[src/rtl/ula_pkg.sv]
`default_nettype none
// ============================================================================
// Module      : ula_pkg
// Description : Shared opcode map, FSM state encoding and opcode helpers for
//               the sequential logic/shift ALU.
// Revision    : 1.0 - initial release
// ============================================================================
package ula_pkg;

  // Full 5-bit opcode map: shifts/rotates in 01xxx, logic functions in 1xxxx
  typedef enum logic [4:0] {
    OP_SLL  = 5'b01000,
    OP_SRA  = 5'b01001,
    OP_SRL  = 5'b01010,
    OP_ROL  = 5'b01011,
    OP_ROR  = 5'b01100,
    OP_ZERO = 5'b10000,
    OP_AND  = 5'b10001,
    OP_NAB  = 5'b10010,
    OP_B    = 5'b10011,
    OP_ANB  = 5'b10100,
    OP_A    = 5'b10101,
    OP_XOR  = 5'b10110,
    OP_OR   = 5'b10111,
    OP_NOR  = 5'b11000,
    OP_XNOR = 5'b11001,
    OP_NA   = 5'b11010,
    OP_NAOB = 5'b11011,
    OP_NB   = 5'b11100,
    OP_AONB = 5'b11101,
    OP_NAND = 5'b11110,
    OP_ONE  = 5'b11111
  } op_e;

  typedef enum logic [1:0] {
    ST_IDLE  = 2'd0,
    ST_SHIFT = 2'd1,
    ST_DONE  = 2'd2
  } state_e;

  // True for the five shift/rotate encodings
  function automatic logic is_shift(input logic [4:0] op);
    return (op >= OP_SLL) && (op <= OP_ROR);
  endfunction

  // Pass-through B and constant-one keep the previous Z and S
  function automatic logic updates_zs(input logic [4:0] op);
    return !((op == OP_B) || (op == OP_ONE));
  endfunction

  // Constant-zero refreshes Z only, so S is also held for it
  function automatic logic updates_s(input logic [4:0] op);
    return updates_zs(op) && (op != OP_ZERO);
  endfunction

endpackage
`default_nettype wire

[src/rtl/ula_lo_logic.sv]
`default_nettype none
// ============================================================================
// Module      : ula_lo_logic
// Description : Combinational 16-function bitwise logic unit (opcodes 1xxxx).
//               op_valid flags that the opcode belongs to the logic group.
// Revision    : 1.0 - initial release
// ============================================================================
module ula_lo_logic
  import ula_pkg::*;
#(
  parameter int WIDTH = 8
) (
  input  logic [WIDTH-1:0] a,
  input  logic [WIDTH-1:0] b,
  input  logic [4:0]       op,
  output logic [WIDTH-1:0] resu,
  output logic             op_valid
);

  // Decode the logic function; anything outside 1xxxx yields zero
  always_comb begin
    resu     = '0;
    op_valid = op[4];
    case (op)
      OP_ZERO: resu = '0;
      OP_AND:  resu = a & b;
      OP_NAB:  resu = ~a & b;
      OP_B:    resu = b;
      OP_ANB:  resu = a & ~b;
      OP_A:    resu = a;
      OP_XOR:  resu = a ^ b;
      OP_OR:   resu = a | b;
      OP_NOR:  resu = ~a & ~b;
      OP_XNOR: resu = ~(a ^ b);
      OP_NA:   resu = ~a;
      OP_NAOB: resu = ~a | b;
      OP_NB:   resu = ~b;
      OP_AONB: resu = a | ~b;
      OP_NAND: resu = ~a | ~b;
      OP_ONE:  resu = '1;
      default: resu = '0;
    endcase
  end

endmodule
`default_nettype wire

[src/rtl/ula_lo_seq.sv]
`default_nettype none
// ============================================================================
// Module      : ula_lo_seq
// Description : Handshaked logic/shift ALU with registered result and
//               persistent O/C/S/Z flags. Shifts/rotates iterate one bit per
//               clock unless ULA_LO_SEQ_BARREL_EN selects a one-cycle barrel.
// Revision    : 1.0 - initial release
// ============================================================================
module ula_lo_seq
  import ula_pkg::*;
#(
  parameter int WIDTH = 8
) (
  input  logic             clk,
  input  logic             rst_n,
  input  logic             in_valid,
  output logic             in_ready,
  input  logic [WIDTH-1:0] a,
  input  logic [WIDTH-1:0] b,
  input  logic [4:0]       op,
  output logic             out_valid,
  input  logic             out_ready,
  output logic [WIDTH-1:0] resu,
  output logic             o,
  output logic             c,
  output logic             s,
  output logic             z
);

  localparam int SHW = $clog2(WIDTH);
  localparam int OPW = (WIDTH < 5) ? WIDTH : 5;

  // One-bit shift/rotate; MSB of the return value is the bit shifted out
  function automatic logic [WIDTH:0] shift_step(input logic [4:0] sop,
                                                input logic [WIDTH-1:0] x);
    logic [WIDTH:0] r;
    r = {1'b0, x};
    case (sop)
      OP_SLL:  r = {x[WIDTH-1], x[WIDTH-2:0], 1'b0};
      OP_SRA:  r = {x[0], x[WIDTH-1], x[WIDTH-1:1]};
      OP_SRL:  r = {x[0], 1'b0, x[WIDTH-1:1]};
      OP_ROL:  r = {x[WIDTH-1], x[WIDTH-2:0], x[WIDTH-1]};
      OP_ROR:  r = {x[0], x[0], x[WIDTH-1:1]};
      default: r = {1'b0, x};
    endcase
    return r;
  endfunction

  state_e           r_state;
  state_e           w_state_nxt;
  logic [WIDTH-1:0] r_work;
  logic [SHW-1:0]   r_cnt;
  logic [4:0]       r_op;
  logic             r_amsb;

  logic [SHW-1:0]   w_n;
  logic             w_accept;
  logic             w_go_shift;
  logic             w_last;
  logic [WIDTH:0]   w_step;
  logic [WIDTH-1:0] w_logic_res;
  logic             w_logic_valid;
  logic [WIDTH-1:0] w_op_ext;
  logic [WIDTH-1:0] w_imm_res;
  logic             w_imm_c;
  logic             w_imm_o;

  assign w_n       = b[SHW-1:0];
  assign in_ready  = (r_state == ST_IDLE) || ((r_state == ST_DONE) && out_ready);
  assign out_valid = (r_state == ST_DONE);
  assign w_accept  = in_valid && in_ready;
  assign w_last    = (r_cnt == SHW'(1));
  assign w_step    = shift_step(r_op, r_work);

  ula_lo_logic #(
    .WIDTH (WIDTH)
  ) u_logic (
    .a        (a),
    .b        (b),
    .op       (op),
    .resu     (w_logic_res),
    .op_valid (w_logic_valid)
  );

`ifdef ULA_LO_SEQ_BARREL_EN
  // Unrolled chain of single steps so results match the iterative path exactly
  function automatic logic [WIDTH:0] barrel(input logic [4:0] sop,
                                            input logic [WIDTH-1:0] x,
                                            input logic [SHW-1:0] n);
    logic [WIDTH:0] r;
    r = {1'b0, x};
    for (int i = 0; i < WIDTH - 1; i++) begin
      if (SHW'(i) < n) r = shift_step(sop, r[WIDTH-1:0]);
    end
    return r;
  endfunction

  logic [WIDTH:0] w_barrel;
  assign w_barrel   = barrel(op, a, w_n);
  assign w_go_shift = 1'b0;
`else
  assign w_go_shift = is_shift(op) && (w_n != '0);
`endif

  // Undefined opcodes return the opcode itself, zero-extended
  always_comb begin
    w_op_ext          = '0;
    w_op_ext[OPW-1:0] = op[OPW-1:0];
  end

  // Single-cycle result and C/O for everything that skips the SHIFT state
  always_comb begin
    w_imm_res = w_op_ext;
    w_imm_c   = c;
    w_imm_o   = o;
    if (w_logic_valid) begin
      w_imm_res = w_logic_res;
    end else if (is_shift(op)) begin
`ifdef ULA_LO_SEQ_BARREL_EN
      w_imm_res = w_barrel[WIDTH-1:0];
      if (w_n != '0) w_imm_c = w_barrel[WIDTH];
      w_imm_o   = (op == OP_SLL) && (w_barrel[WIDTH-1] != a[WIDTH-1]);
`else
      w_imm_res = a;
      w_imm_o   = 1'b0;
`endif
    end
  end

  // State register
  always_ff @(posedge clk or negedge rst_n) begin
    if (!rst_n) r_state <= ST_IDLE;
    else        r_state <= w_state_nxt;
  end

  // Next-state: accept from IDLE or back-to-back from DONE
  always_comb begin
    w_state_nxt = r_state;
    case (r_state)
      ST_IDLE: begin
        if (w_accept) w_state_nxt = w_go_shift ? ST_SHIFT : ST_DONE;
      end
      ST_SHIFT: begin
        if (w_last) w_state_nxt = ST_DONE;
      end
      ST_DONE: begin
        if (w_accept)       w_state_nxt = w_go_shift ? ST_SHIFT : ST_DONE;
        else if (out_ready) w_state_nxt = ST_IDLE;
      end
      default: w_state_nxt = ST_IDLE;
    endcase
  end

  // Datapath: load on accept, step while shifting, latch result and flags on DONE entry
  always_ff @(posedge clk or negedge rst_n) begin
    if (!rst_n) begin
      r_work <= '0;
      r_cnt  <= '0;
      r_op   <= '0;
      r_amsb <= 1'b0;
      resu   <= '0;
      o      <= 1'b0;
      c      <= 1'b0;
      s      <= 1'b0;
      z      <= 1'b0;
    end else if (w_accept) begin
      r_work <= a;
      r_cnt  <= w_n;
      r_op   <= op;
      r_amsb <= a[WIDTH-1];
      if (!w_go_shift) begin
        resu <= w_imm_res;
        c    <= w_imm_c;
        o    <= w_imm_o;
        if (updates_zs(op)) z <= (w_imm_res == '0);
        if (updates_s(op))  s <= w_imm_res[WIDTH-1];
      end
    end else if (r_state == ST_SHIFT) begin
      r_work <= w_step[WIDTH-1:0];
      r_cnt  <= r_cnt - SHW'(1);
      if (w_last) begin
        resu <= w_step[WIDTH-1:0];
        c    <= w_step[WIDTH];
        o    <= (r_op == OP_SLL) && (w_step[WIDTH-1] != r_amsb);
        z    <= (w_step[WIDTH-1:0] == '0);
        s    <= w_step[WIDTH-1];
      end
    end
  end

endmodule
`default_nettype wire

[config.mk]
export PLATFORM = sky130hd
export DESIGN_NAME = ula_lo_seq
export DESIGN_NICKNAME = d
export VERILOG_FILES = /design/src/rtl/ula_pkg.sv /design/src/rtl/ula_lo_logic.sv /design/src/rtl/ula_lo_seq.sv
export SDC_FILE = /design/constraint.sdc
export NUM_CORES = 1
export LEC_CHECK = 0
export BUFFER_PORTS_ARGS = -buffer_cell sky130_fd_sc_hd__buf_4
export CAP_MARGIN = 0
export CORE_ASPECT_RATIO = 1.2
export CORE_MARGIN = 5
export CORE_UTILIZATION = 40
export DETAILED_ROUTE_END_ITERATION = 6
export GPL_TIMING_DRIVEN = 1
export PLACE_DENSITY = 0.65
export SLEW_MARGIN = 20
export SYNTH_ARGS = -nofsm -noshare
export SYNTH_HDL_FRONTEND = slang
export SYNTH_SLANG_ARGS = --single-unit
[constraint.sdc]
create_clock -name clk -period 2.15 [get_ports clk]
set_input_delay 0.1075 -clock clk [delete_from_list [all_inputs] [get_ports clk]]
set_output_delay 0.1075 -clock clk [all_outputs]
set_load 0.05 [all_outputs]
Yosys cells after proc, flatten, opt, wreduce, memory -nomap -nowiden
Index checks and enable logic that the tools add are counted.
- register bits after elaboration: 31
- input port bits: 25
- output and inout port bits: 14
- word-level logic and storage cells: 114
- add/subtract/negate cells: 1
- $lt $le $gt $ge: 2
- eq/ne operators: 33
- multiplexer cells: 34
- bitwise gates (word level): 13
- reductions and logical operators: 21
- operators with widths (cell ; count):
    $pmux W8 S15 ; 1
    $eq A5 B5 Y1 const B ; 15
    $mux W8 ; 8
    $pmux W9 S5 ; 1
    $and A8 B8 Y8 ; 4
    $or A8 B8 Y8 ; 4
    $eq A5 B4 Y1 const B ; 5
    $not A8 Y8 ; 3
    $logic_not A8 Y1 ; 2
    $mux W1 ; 16
    $mux W2 ; 5
    $ne A2 B2 Y1 const B ; 5
    $reduce_and A3 Y1 ; 3
    $reduce_and A4 Y1 ; 2
    $xor A8 B8 Y8 ; 1
    $logic_and A1 B1 Y1 ; 6
    $mux W3 ; 2
    $pmux W2 S3 ; 1
    $ge A5 B4 Y1 const B ; 1
    $le A5 B4 Y1 const B ; 1
    $ne A5 B5 Y1 const B ; 1
    $reduce_and A5 Y1 ; 1
    $ne A2 B1 Y1 const B ; 2
    $reduce_bool A2 Y1 ; 2
    11 further kinds ; 12

Depth between registers and ports, before layout
Gate-level depths: netlist of run 1.
- depth in word-level cells: 8
- depth in mapped cells: 11
- depth with buffers taken out: 8

Modules after synthesis
A second synthesis of run 1 with hierarchy kept.
- cell total of the unflattened synthesis: 396
- area total of the unflattened synthesis: 3037.9 µm²
- by module, submodules not included (module ; instances ; cells an instance ; area an instance (µm²) ; sequential area each (µm²)):
    ula_lo_seq ; 1 ; 233 ; 2042.0 ; 775.7
    ula_lo_logic ; 1 ; 163 ; 996.0 ; 0.0

Worst setup path before layout of run 1
Ideal clock, no wire load.
- path kind: register to register
- start: register r_state[1]
- end: register z
- library setup time: 0.082 ns
- data arrival time: 2.740 ns
- data required time: 2.068 ns
- setup slack: -0.672 ns
- cell stages (with the launch flop): 8
- buffers on the path: 0
- period minus slack after synthesis: 2.822 ns
- cells stage by stage: dfrtp_1 a21oi_1 nand2_1 a311o_1 a2111oi_4 nand2_1 or4_1 a31oi_1
- longest elaborated chain between the ends: 6
- elaborated cells between the ends (all ways): 12
- classes of those cells: 4 x eq/ne; 1 x mux; 7 x reduce/logical
- RTL lines (what ; line ; text):
    from (decl) ; ula_lo_seq.sv:49 ; state_e r_state;
    from (signal assigned) ; ula_lo_seq.sv:133 ; else r_state <= w_state_nxt;
    $eq A2 B2 Y1 ; ula_lo_seq.sv:69 ; assign in_ready = (r_state == ST_IDLE) || ((r_state == ST_DONE) && out_ready);
    $logic_and A1 B1 Y1 ; ula_lo_seq.sv:69 ;
    $logic_or A1 B1 Y1 * ; ula_lo_seq.sv:69 ;
    net in_ready ; ula_lo_seq.sv:17 ; output logic in_ready,
    $logic_and A1 B1 Y1 * ; ula_lo_seq.sv:71 ; assign w_accept = in_valid && in_ready;
    $ne A2 B2 Y1 (no line) / $reduce_bool A2 Y1 (equally long branches) ; - ;
    $reduce_and A4 Y1 (no line) ; - ;
    to (signal assigned) ; ula_lo_seq.sv:175 ; if (updates_zs(op)) z <= (w_imm_res == '0);
    to (signal assigned) ; ula_lo_seq.sv:185 ; z <= (w_step[WIDTH-1:0] == '0);
    to (decl) ; ula_lo_seq.sv:27 ; output logic z
The timed path passes the listed nets; every way through them passes the cells marked *.
A chain may end at the register's enable or synchronous reset.

Worst setup path after layout of run 1
- start: input op[1]
- end: register z
- longest elaborated chain between the ends: 8
- elaborated cells between the ends (all ways): 30
- classes of those cells: 2 x order compare; 17 x eq/ne; 6 x mux; 5 x reduce/logical
- RTL lines (what ; line ; text):
    from (decl) ; ula_lo_seq.sv:20 ; input logic [4:0] op,
    $ge A5 B4 Y1 / $le A5 B4 Y1 (equally long branches) ; ula_pkg.sv:43 ; return (op >= OP_SLL) && (op <= OP_ROR);
    $logic_and A1 B1 Y1 ; ula_pkg.sv:43 ;
    $mux W8 ; ula_lo_seq.sv:118 ; end else if (is_shift(op)) begin
    $mux W8 ; ula_lo_seq.sv:116 ; if (w_logic_valid) begin
    $logic_not A8 Y1 ; ula_lo_seq.sv:175 ;
    $mux W1 ; ula_lo_seq.sv:175 ;
    $mux W1 ; ula_lo_seq.sv:171 ; if (!w_go_shift) begin
    $mux W1 ; ula_lo_seq.sv:166 ; end else if (w_accept) begin
Several ways; a longest one is shown, not always the timed one. The select of a mux whose other input is x is not followed.

==> results of run 1 <==
[flip-flops by register name (all words and copies together) (netlist names)]
name and count:
s 1, r_work 8, z 1, resu 8
r_op 5, c 1, r_amsb 1, r_state 2
o 1, r_cnt 3
[power by group through the flow]
stage	Combinational (mW)	Sequential, mW	Clock, mW
after floorplan	0.752	1.11	0
after global placement	1.54	0.895	0
after detailed placement	1.56	0.903	0
after CTS	1.57	0.892	0.478
after global routing	1.73	0.916	0.508
final	1.61	0.894	0.470
[cell families (layout without fill, tap and decap cells)]
group	Yosys count	in the layout	synth area share
AO/OA/AOI/OAI	148	148	0.3262
multiplexers	4	4	0.01294
flip-flops	31	31	0.2430
XOR/XNOR	11	11	0.03018
buffers and inverters	48	147	0.08507
adder cells (fa/ha/maj)	3	3	0.01097
AND/OR/NAND/NOR	177	177	0.2917
[per-layer routing]
layer | part of all wire | wire length, microns | GRT usage
met1 | 0.39 | 4674 | 0.2941
met2 | 0.48 | 5721 | 0.4000
met3 | 0.075 | 892 | 0.03007
met4 | 0.048 | 563 | 0.1433
met5 | 0 | 0 | 0
[critical path: stages]
cell and delay [ns]:
buf_4 0.17, buf_4 0.16, nand3b_1 0.19, nor2_1 0.09
maj3_1 0.36, o32ai_1 0.16, nand4_1 0.18, or2b_1 0.24
or4_1 0.50, a31oi_1 0.17
[what timing repair did]
| item | CTS | global route |
|---|---|---|
| hold endpoints to repair | 31 | 0 |
| setup endpoints to repair | 0 | 2 |
| setup buffers | 0 | 6 |
| gates resized for setup | 0 | 4 |
| hold buffers | 1 | 0 |
[synthesized netlist by cell type (4+ instances only)]
cell	count	area [sq um]
or3_1	4	25.02
a21oi_1	31	155.2
xnor2_1	5	43.79
buf_2	4	20.02
o21ai_1	5	25.02
nor3_1	14	70.07
clkbuf_1	14	52.55
inv_1	13	48.80
nand3_1	8	40.04
a31oi_1	8	50.05
nand2b_1	14	87.58
a32oi_1	6	52.55
o22ai_1	11	68.82
nor2_1	32	120.1
a222oi_1	5	50.05
o32ai_1	5	43.79
dfrtp_1	31	775.7
xor2_1	6	52.55
a221o_1	4	40.04
nand2_1	58	217.7
a22oi_1	8	60.06
buf_6	9	101.4
buf_4	5	37.54
nand3b_1	6	45.04
o21ai_0	28	140.1
o31ai_1	4	30.03
nor2b_1	6	37.54
nand4_1	4	25.02
nor3b_1	4	30.03
o221ai_1	4	35.03
[per-stage QoR]
stage	utilization	setup slack, ns	std cells	area [sq um]	power, mW
floorplan	-	-0.05430	422	3206	1.860
global placement	0.5175	-0.1553	599	4011	2.437
detailed placement	0.5175	-0.1411	599	4011	2.464
CTS	0.5301	0.01771	607	4109	2.939
global route	0.5377	-0.07005	613	4168	3.155
finish	0.5377	0.02953	613	4168	2.978
[worst min-delay path by stage]
stage,end,startpoint,slack (ns)
after CTS,r_cnt[2],b[2],0.13
after global placement,r_op[2],rst_n,0.06
final,r_cnt[2],b[2],0.14
after detailed placement,r_op[2],rst_n,0.07
after global routing,r_work[3],a[3],0.14
after floorplan,c,rst_n,-0.19
[final cells by class]
class / count / area, sq um
Fill cell: 734 / 3583
Multi-Input combinational cell: 343 / 2172
Timing Repair Buffer: 127 / 968.4
Sequential cell: 31 / 775.7
Tap cell: 92 / 115.1
Clock buffer: 6 / 82.58
Inverter: 13 / 48.80
Clock inverter: 1 / 5.005
==> load_flow_metrics.sql, run 1 <==
INSERT INTO impl_metrics (metric_group, metric, value, unit) VALUES
('clock_network', 'cts_root_buffer', 'clkbuf_8', ''),
('floorplanning', 'rows', '35', ''),
('drt', 'vias', '3856', ''),
('power_and_ir_drop', 'clock_power_share', '0.158', ''),
('min_path', 'min-delay-path-class', 'input pin to flop', ''),
('power_and_ir_drop', 'internal_power_consumption', '1.648', 'mW'),
('drt', 'first_iter_violations', '309', ''),
('finish', 'final_cell_mix', 'buf_4 (125), nand2_1 (57), nor2_1 (31), dfrtp_1 (31), a21oi_1 (30)', ''),
('floorplanning', 'die_w', '91.55', 'microns'),
('power_and_ir_drop', 'power.combinational.fraction', '0.542', ''),
('worst_setup_path', 'worstPathMaxFanout', '16', ''),
('timing', 'unrepaired_setup_endpoints_after_global_routing', 'true', ''),
('clock_network', 'clock-sinks', '31', ''),
('worst_setup_path', 'critPathArrivalTime', '2.33', 'ns'),
('worst_setup_path', 'worst-setup-path-type', 'input pin to flop', ''),
('synthesis', 'ys_types', '79', ''),
('drt', 'finalWirelength', '11850', 'microns'),
('power_and_ir_drop', 'power_density', '714.6', 'nW/um^2'),
('worst_setup_path', 'worstReg2RegEnd', 'z', ''),
('grt', 'global_route_wire_length_before_repair', '18930', 'microns'),
('synthesis', 'synthesis.instances', '422', ''),
('grt', 'grt_util_all_layers', '0.2399', ''),
('power_and_ir_drop', 'p_seq_frac', '0.300', ''),
('synthesis', 'synth_warnings', '0', ''),
('synthesis', 'synth_seq_area_share', '0.2430', ''),
('timing', 'fin_setup_tns', '0', 'ns'),
('synthesis', 'yosys_most_used_dff', 'dfrtp_1', ''),
('worst_setup_path', 'r2r-start', 'r_state[1]', ''),
('worst_setup_path', 'critical_path_endpoint_category', 'flop', ''),
('finish', 'drive_above_1_share', '0.3033', ''),
('timing', 'final_cycle_utilization_of_the_critical_path', '0.9863', ''),
('floorplanning', 'io_pins', '39', ''),
('timing', 'hold_ws', '0.1418', 'ns'),
('grt', 'antenna_found_initial', '0', ''),
('drt', 'detail_route.first_pass.iterations', '6', ''),
('min_path', 'hold_path_depth', '3', ''),
('clock_network', 'htree_num_levels', '2', ''),
('synthesis', 'async_flop_share', '1.000', ''),
('finish', 'leading_cell_type_in_the_layout_fill_and_taps_excluded', 'buf_4', ''),
('floorplanning', 'design.die.area', '9874', 'sq um'),
('grt', 'grt_start_max_net_pins', '32', ''),
('synthesis', 'post_synth_instance_area', '3192', 'sq um'),
('floorplanning', 'initial_utilization', '0.4118', ''),
('finish', 'layout-area-overhead-vs-synth', '30.58', '%'),
('worst_setup_path', 'r2r_slack', '0.07', 'ns'),
('timing', 'achievable-frequency', '471.6', 'MHz'),
('power_and_ir_drop', 'leakage', '1.810', 'nW'),
('power_and_ir_drop', 'switching_power', '1.331', 'mW'),
('timing', 'max-slew-margin-rel', '0.5413', ''),
('clock_network', 'clockBufferDepth', '2', ''),
('floorplanning', 'fp.dieH', '107.9', 'microns'),
('timing', 'tightest_slew', '0.6855', 'ns'),
('run_status', 'status', 'finished, final reports clean', ''),
('place', 'dp_hpwl', '9091', 'microns'),
('grt', 'gr-total-overflow', '0', ''),
('power_and_ir_drop', 'max-vdd-ir-drop', '0.0002699', 'V'),
('worst_setup_path', 'critical_path.startpoint', 'op[1]', ''),
('worst_setup_path', 'setup_crit_start_kind', 'input pin', ''),
('grt', 'first_global_vias', '3664', ''),
('synthesis', 'post_synth.cell_area_avg', '7.564', 'sq um'),
('timing', 'fin_skew', '0.006274', 'ns'),
('timing', 'hold_viol', '0', ''),
('synthesis', 'number_of_nets_produced_by_synthesis', '449', ''),
('drt', 'drt.antenna.violating_nets', '0', ''),
('clock_network', 'cts_made_buffers', '5', ''),
('clock_network', 'cts.reportedPaths.clkPinSlew', '0.06', 'ns'),
('finish', 'antenna_cells', '0', ''),
('place', 'io_buffer_count', '38', ''),
('clock_network', 'clock_insertion_delay_worst_skew', '0.29', 'ns'),
('timing', 'final-max-slew-violation-count', '0', ''),
('place', 'routabilityCongestion', '0.9891', '');
(Power assumes the default switching activity.)
==> run 2, diff against run 1 <==
--- a/config.mk
+++ b/config.mk
@@ -12,8 +12,9 @@
 export CORE_UTILIZATION = 40
 export DETAILED_ROUTE_END_ITERATION = 6
 export GPL_TIMING_DRIVEN = 1
-export PLACE_DENSITY = 0.65
+export PLACE_DENSITY = 0.66
 export SLEW_MARGIN = 20
 export SYNTH_ARGS = -nofsm -noshare
 export SYNTH_HDL_FRONTEND = slang
+export SYNTH_HIERARCHICAL = 1
 export SYNTH_SLANG_ARGS = --single-unit
==> load_flow_metrics.sql, run 2 <==
INSERT INTO impl_metrics (metric_group, metric, value, unit) VALUES
('worst_setup_path', 'worstPathMaxFanout', '9', ''),
('synthesis', 'synth_most_common_cell', 'nand2_1', ''),
('floorplanning', 'initial_utilization', '0.4152', ''),
('place', 'dp.cells', '517', ''),
('timing', 'setup_viol', '0', ''),
('timing', 'tightest_slew', '0.5175', 'ns'),
('synthesis', 'synth_warnings', '6', ''),
('clock_network', 'cts_made_buffers', '5', ''),
('floorplanning', 'fp.dieH', '105.5', 'microns'),
('finish', 'leading_cell_type_in_the_layout_fill_and_taps_excluded', 'buf_4', ''),
('synthesis', 'postSynthRegisterBits', '31', ''),
('power_and_ir_drop', 'max-vdd-ir-drop', '0.0004470', 'V'),
('drt', 'vias', '3129', ''),
('worst_setup_path', 'setup_crit_start_kind', 'flop', ''),
('drt', 'routed_via_density', '5.937', ''),
('grt', 'first_global_vias', '2949', ''),
('clock_network', 'tritoncts', 'yes', ''),
('power_and_ir_drop', 'power_density', '796.6', 'nW/um^2'),
('clock_network', 'clock-sinks', '31', ''),
('clock_network', 'cts_root_buffer', 'clkbuf_8', ''),
('power_and_ir_drop', 'leakage', '1.548', 'nW'),
('finish', 'layout_top_registers', 'r_work (8), resu (8), r_op (5)', ''),
('finish', 'nFillCells', '754', ''),
('clock_network', 'clock_insertion_delay_worst_skew', '0.28', 'ns'),
('grt', 'global_route_wire_length_before_repair', '14110', 'microns'),
('timing', 'period_minus_slack', '2.124', 'ns'),
('place', 'dp_hpwl', '6518', 'microns'),
('drt', 'detail_route.first_pass.iterations', '5', ''),
('drt', 'remaining_drc_errors', '0', ''),
('timing', 'fin_setup_tns', '0', 'ns'),
('finish', 'number_of_nets_in_the_layout', '463', ''),
('synthesis', 'number_of_nets_produced_by_synthesis', '423', ''),
('timing', 'fin_skew', '0.006914', 'ns'),
('clock_network', 'clockBufferDepth', '2', ''),
('worst_setup_path', 'worst-setup-path-type', 'flop to flop', ''),
('place', 'detailedPlace.worstSlack', '-0.1256', 'ns'),
('worst_setup_path', 'crit_top_cell', 'buf_4', ''),
('drt', 'finalWirelength', '8580', 'microns'),
('synthesis', 'synth_seq_area_share', '0.2554', ''),
('grt', 'grt_util_all_layers', '0.1831', ''),
('clock_network', 'htree_num_levels', '2', ''),
('clock_network', 'cts.reportedPaths.clkPinSlew', '0.07', 'ns'),
('floorplanning', 'io_pins', '39', ''),
('finish', 'area.sequential', '777.0', 'sq um'),
('place', 'routabilityCongestion', '0.8316', ''),
('worst_setup_path', 'worstReg2RegEnd', 'resu[3]', ''),
('synthesis', 'ys_types', '64', ''),
('worst_setup_path', 'worst_r2r_path_depth', '7', ''),
('synthesis', 'netlist.top_cell.by_area', 'dfrtp_1', ''),
('timing', 'post_route_setup_slack', '0.02638', 'ns'),
('synthesis', 'post_synth_instance_area', '3038', 'sq um'),
('finish', 'multi_input_area', '2021', 'sq um'),
('timing', 'achievable-frequency', '470.9', 'MHz'),
('min_path', 'worst_hold_startpoint', 'out_ready', ''),
('synthesis', 'post_synth.cell_area_avg', '7.672', 'sq um'),
('floorplanning', 'die_w', '89.56', 'microns'),
('finish', 'layout-area-overhead-vs-synth', '19.56', '%'),
('finish', 'antenna_cells', '0', ''),
('synthesis', 'post_synth_top_area_share', '0.2554', ''),
('synthesis', 'yosys_most_used_dff', 'dfrtp_1', ''),
('worst_setup_path', 'crit_chain', 'or3b_4 -> nor2_2 -> a222oi_1 -> buf_4 -> a211oi_1 -> buf_4 -> a21o_1', ''),
('worst_setup_path', 'r2r_slack', '0.03', 'ns'),
('min_path', 'hold-path-endpoint', 'r_state[1]', ''),
('worst_setup_path', 'worst-path-buf-inv', '2', ''),
('synthesis', 'yosys-top-cells-count', 'nand2_1 (42), o21ai_0 (32), dfrtp_1 (31)', ''),
('drt', 'drt.antenna.violating_nets', '0', ''),
('min_path', 'min-delay-path-class', 'input pin to flop', ''),
('worst_setup_path', 'critPathArrivalTime', '2.35', 'ns'),
('worst_setup_path', 'critPathTopFamily', 'simple AND/OR/NAND/NOR gates', ''),
('power_and_ir_drop', 'power.total', '2.893', 'mW'),
('floorplanning', 'rows', '34', ''),
('timing', 'max-slew-margin-rel', '0.6550', ''),
('synthesis', 'synth-edff-count', '0', ''),
('floorplanning', 'design.die.area', '9445', 'sq um'),
('worst_setup_path', 'crit_path_top_delay_cell', 'dfrtp_2', ''),
('floorplanning', 'design.core.area', '7317', 'sq um'),
('worst_setup_path', 'cp_slowest_stage_delay', '0.47', 'ns'),
('timing', 'final-max-slew-violation-count', '0', ''),
('synthesis', 'synth_top_area_cells', 'dfrtp_1 (26%), o21ai_0 (5.3%), nand2_1 (5.2%)', ''),
('finish', 'post_layout_nonfiller_instances', '527', ''),
('grt', 'grt_start_max_net_pins', '42', ''),
('timing', 'final_cycle_utilization_of_the_critical_path', '0.9877', ''),
('place', 'io_buffer_count', '38', ''),
('worst_setup_path', 'critPathRequiredTime', '2.37', 'ns'),
('synthesis', 'async_flop_share', '1.000', ''),
('run_status', 'status', 'finished, final reports clean', ''),
('finish', 'drive_above_1_share', '0.2220', ''),
('worst_setup_path', 'r2r-start', 'r_op[2]', ''),
('finish', 'final_cell_mix', 'buf_4 (67), nand2_1 (42), o21ai_0 (31), dfrtp_1 (30), nor2_1 (27)', ''),
('flow_run', 'maxCapViolations', '0', ''),
('grt', 'gr-total-overflow', '0', ''),
('grt', 'antenna_found_initial', '0', ''),
('timing', 'hold_viol', '0', ''),
('drt', 'routed_wire_length_per_instance', '16.28', 'microns'),
('synthesis', 'synthesis.instances', '396', ''),
('min_path', 'hold_path_depth', '2', ''),
('drt', 'first_iter_violations', '205', ''),
('worst_setup_path', 'critical_path_endpoint_category', 'flop', '');
-- run 2: worst max path at each step --
stage,startpoint,end,slack [ns],cells after the start
4_1_cts,r_op[1],resu[3],0.004,6
6_report,r_op[2],resu[3],0.03,7
5_1_grt,r_op[2],resu[3],-0.0007,7
3_5_place_dp,op[0],resu[3],-0.13,13
3_3_place_gp,op[0],resu[3],-0.11,13
2_1_floorplan,r_op[0],z,0.14,7
-- run 2: logic make-up after synthesis --
kind of cell	after synthesis	share of synthesized area
AND/OR/NAND/NOR	153	0.2706
XOR/XNOR	7	0.02018
buffers and inverters	51	0.08113
AO/OA/AOI/OAI	136	0.3015
flip-flops	31	0.2554
adder cells (fa/ha/maj)	4	0.01565
multiplexers	14	0.05560
-- run 2: worst reg2reg max path: cells and delay by family (launching register included) --
| family | cells | cell delay [ns] |
|---|---|---|
| compound gates | 3 | 0.57 |
| flops | 1 | 0.47 |
| simple gates | 2 | 0.70 |
| buf+inv | 2 | 0.34 |
-- run 2: metal layers --
metal	routed length (microns)	up-vias	global-route usage
li1	-	1530	-
met5	0	-	0
met1	3731	1494	0.2394
met2	4367	95	0.3133
met3	344	10	0.02030
met4	136	0	0.05000
-- run 2: final cells by class --
class,instances,area share
Multi-Input combinational cell,314,0.5563
Inverter,13,0.01343
Clock buffer,8,0.02756
Sequential cell,31,0.2139
Tap cell,90,0.03100
Timing Repair Buffer,71,0.1578
-- run 2: metrics by stage --
stage,util,hold slack [ns],instance area [sq um]
5_1_grt,0.4964,0.04506,3632
3_3_place_gp,0.4795,0.06618,3508
2_1_floorplan,-,-0.1881,3038
6_report,0.4964,0.02352,3632
4_1_cts,0.4949,0.02118,3621
3_5_place_dp,0.4795,0.06663,3508
-- run 2: timing repair --
item | in CTS | in global routing
gates cloned | 0 | 0
pin swaps | 0 | 1
endpoints found under the setup margin | 1 | 2
endpoints found under the hold margin | 31 | 0
hold buffers | 1 | 0
setup buffers | 0 | 1
resized for setup | 1 | 3
-- run 2: power breakdown --
| part | internal [mW] | total, mW | switching (mW) | leakage, nW |
|---|---|---|---|---|
| registers | 0.758 | 0.917 | 0.159 | 0.386 |
| logic | 0.586 | 1.47 | 0.885 | 1.11 |
| clock network | 0.292 | 0.506 | 0.214 | 0.0515 |
| total | 1.64 | 2.89 | 1.26 | 1.55 |
==> run 3, diff against run 2 <==
--- a/config.mk
+++ b/config.mk
@@ -13,6 +13,7 @@
 export DETAILED_ROUTE_END_ITERATION = 6
 export GPL_TIMING_DRIVEN = 1
 export PLACE_DENSITY = 0.66
+export SETUP_SLACK_MARGIN = 0.2
 export SLEW_MARGIN = 20
 export SYNTH_ARGS = -nofsm -noshare
 export SYNTH_HDL_FRONTEND = slang
==> load_flow_metrics.sql, run 3 (synthesis gave the netlist of run 2 again) <==
INSERT INTO impl_metrics (metric_group, metric, value, unit) VALUES
('timing', 'setup_viol', '0', ''),
('power_and_ir_drop', 'p_seq_frac', '0.308', ''),
('power_and_ir_drop', 'switching_power', '1.304', 'mW'),
('clock_network', 'clock_insertion_delay_worst_skew', '0.29', 'ns'),
('worst_setup_path', 'critical_path_endpoint_category', 'flop', ''),
('power_and_ir_drop', 'max-vdd-ir-drop', '0.0004243', 'V'),
('power_and_ir_drop', 'power.combinational.fraction', '0.519', ''),
('place', 'routabilityCongestion', '0.8910', ''),
('timing', 'tightest_slew', '0.6181', 'ns'),
('floorplanning', 'io_pins', '39', ''),
('finish', 'nFillCells', '714', ''),
('floorplanning', 'design.core.area', '7317', 'sq um'),
('floorplanning', 'initial_utilization', '0.4152', ''),
('power_and_ir_drop', 'power_density', '803.8', 'nW/um^2'),
('power_and_ir_drop', 'internal_power_consumption', '1.677', 'mW'),
('timing', 'period_minus_slack', '1.994', 'ns'),
('timing', 'post_route_setup_slack', '0.1559', 'ns'),
('timing', 'fin_skew', '0.004038', 'ns'),
('drt', 'detail_route.first_pass.iterations', '5', ''),
('worst_setup_path', 'critPathRequiredTime', '2.36', 'ns'),
('finish', 'drive_above_1_share', '0.2585', ''),
('finish', 'leading_cell_type_in_the_layout_fill_and_taps_excluded', 'buf_4', ''),
('finish', 'layout_top_registers', 'r_work (8), resu (8), r_op (5)', ''),
('clock_network', 'cts_made_buffers', '5', ''),
('floorplanning', 'design.die.area', '9445', 'sq um'),
('floorplanning', 'rows', '34', ''),
('finish', 'fin_util', '0.5068', ''),
('worst_setup_path', 'setup_crit_start_kind', 'flop', ''),
('clock_network', 'clock-sinks', '31', ''),
('worst_setup_path', 'worst-setup-path-type', 'flop to flop', ''),
('finish', 'final_cell_mix', 'buf_4 (72), nand2_1 (40), o21ai_0 (31), dfrtp_1 (28), nor2_1 (27)', ''),
('timing', 'hold_viol', '0', ''),
('clock_network', 'htree_num_levels', '2', ''),
('timing', 'achievable-frequency', '501.5', 'MHz'),
('grt', 'grt_util_all_layers', '0.2002', ''),
('clock_network', 'cts_root_buffer', 'clkbuf_8', ''),
('drt', 'vias', '3187', ''),
('place', 'detailedPlace.worstSlack', '-0.1195', 'ns'),
('run_status', 'status', 'finished, final reports clean', ''),
('min_path', 'min-delay-path-class', 'input pin to flop', ''),
('clock_network', 'tritoncts', 'yes', ''),
('clock_network', 'clockBufferDepth', '2', ''),
('power_and_ir_drop', 'power.switching_fraction', '0.4373', ''),
('finish', 'number_of_nets_in_the_layout', '467', ''),
('drt', 'routed_via_density', '6.002', ''),
('floorplanning', 'fp.dieH', '105.5', 'microns'),
('grt', 'global_route_wire_length_before_repair', '15240', 'microns'),
('drt', 'first_iter_violations', '269', ''),
('grt', 'antenna_found_initial', '0', ''),
('timing', 'final_cycle_utilization_of_the_critical_path', '0.9275', ''),
('grt', 'first_global_vias', '3109', ''),
('place', 'io_buffer_count', '38', ''),
('power_and_ir_drop', 'clock_power_share', '0.173', ''),
('worst_setup_path', 'critPathArrivalTime', '2.20', 'ns'),
('finish', 'layout-area-overhead-vs-synth', '22.08', '%'),
('flow_run', 'maxCapViolations', '0', ''),
('worst_setup_path', 'worstPathMaxFanout', '9', ''),
('timing', 'max-slew-margin-rel', '0.5847', ''),
('clock_network', 'cts.reportedPaths.clkPinSlew', '0.07', 'ns'),
('drt', 'remaining_drc_errors', '0', ''),
('finish', 'antenna_cells', '0', ''),
('drt', 'routed_wire_length_per_instance', '16.96', 'microns'),
('power_and_ir_drop', 'leakage', '1.567', 'nW'),
('drt', 'finalWirelength', '9007', 'microns'),
('power_and_ir_drop', 'power.total', '2.981', 'mW'),
('place', 'dp_hpwl', '6726', 'microns'),
('timing', 'unrepaired_setup_endpoints_after_global_routing', 'true', ''),
('timing', 'fin_setup_tns', '0', 'ns'),
('timing', 'final-max-slew-violation-count', '0', ''),
('finish', 'post_layout_nonfiller_instances', '531', ''),
('floorplanning', 'die_w', '89.56', 'microns'),
('grt', 'grt_start_max_net_pins', '32', ''),
('place', 'dp.cells', '520', ''),
('grt', 'gr-total-overflow', '0', ''),
('drt', 'drt.antenna.violating_nets', '0', '');
==> run 3: changes by cell type in the layout (fill, tap and decap cells not counted), sizes merged <==
cell / change
buf: +4
==> run 3: repair_timing <==
item                       in CTS  in global routing
hold buffers                    1                  0
setup endpoints to repair       7                 10
gates resized for setup        12                  7
pin swaps                       3                  1
hold endpoints to repair       31                  0
setup buffers                   2                  0
==> run 3: final timing paths <==
| path | startpoint | slack, ns | to | depth (start not counted) |
|---|---|---|---|---|
| worst max-delay path | r_op[0] | 0.16 | z | 5 |
| worst min-delay path | out_ready | 0.02 | r_state[1] | 2 |
| worst max register to register | r_op[0] | 0.16 | z | 5 |
| worst min register to register | resu[3] | 0.48 | resu[3] | 1 |
| max in group asynchronous | rst_n | 1.54 | r_op[2] | 2 |
| min in group asynchronous | rst_n | 0.29 | resu[2] | 2 |
==> run 3: power by group through the flow <==
stage	logic [mW]	clock network (mW)	registers, mW
final	1.55	0.514	0.919
after global routing	1.67	0.546	0.948
after CTS	1.53	0.523	0.912
after detailed placement	1.48	0	0.920
after global placement	1.46	0	0.911
after floorplan	0.779	0	1.16
==> run 3: final cells by class <==
class	count	area (sq um)	share of cell area
Sequential cell	31	779.5	0.2102
Tap cell	90	112.6	0.03036
Timing Repair Buffer	75	590.6	0.1592
Inverter	13	48.80	0.01316
Clock buffer	8	100.1	0.02699
Multi-Input combinational cell	314	2077	0.5601
==> run 3: metal layers <==
metal  global-route usage  part of all wire  vias to the layer above
li1                     -                 -                     1547
met1               0.2629              0.42                     1507
met2               0.3274              0.50                      114
met3              0.02342             0.047                       19
met4              0.08085             0.026                        0
met5                    0                 0                        -
==> run 3: through the flow <==
step                      hold WS, ns  cell area, sq um
after global routing          0.02304              3709
after detailed placement      0.06747              3518
after global placement        0.06644              3518
final                         0.01685              3709
after CTS                    0.009431              3677
after floorplan               -0.1881              3038
==> run 3: worst max-delay path, cell delays in order (launching register included) <==
cell      delay (ns)
dfrtp_2         0.45
xor2_1          0.18
o211a_4         0.27
a221o_2         0.36
or4_4           0.49
o221ai_2        0.16
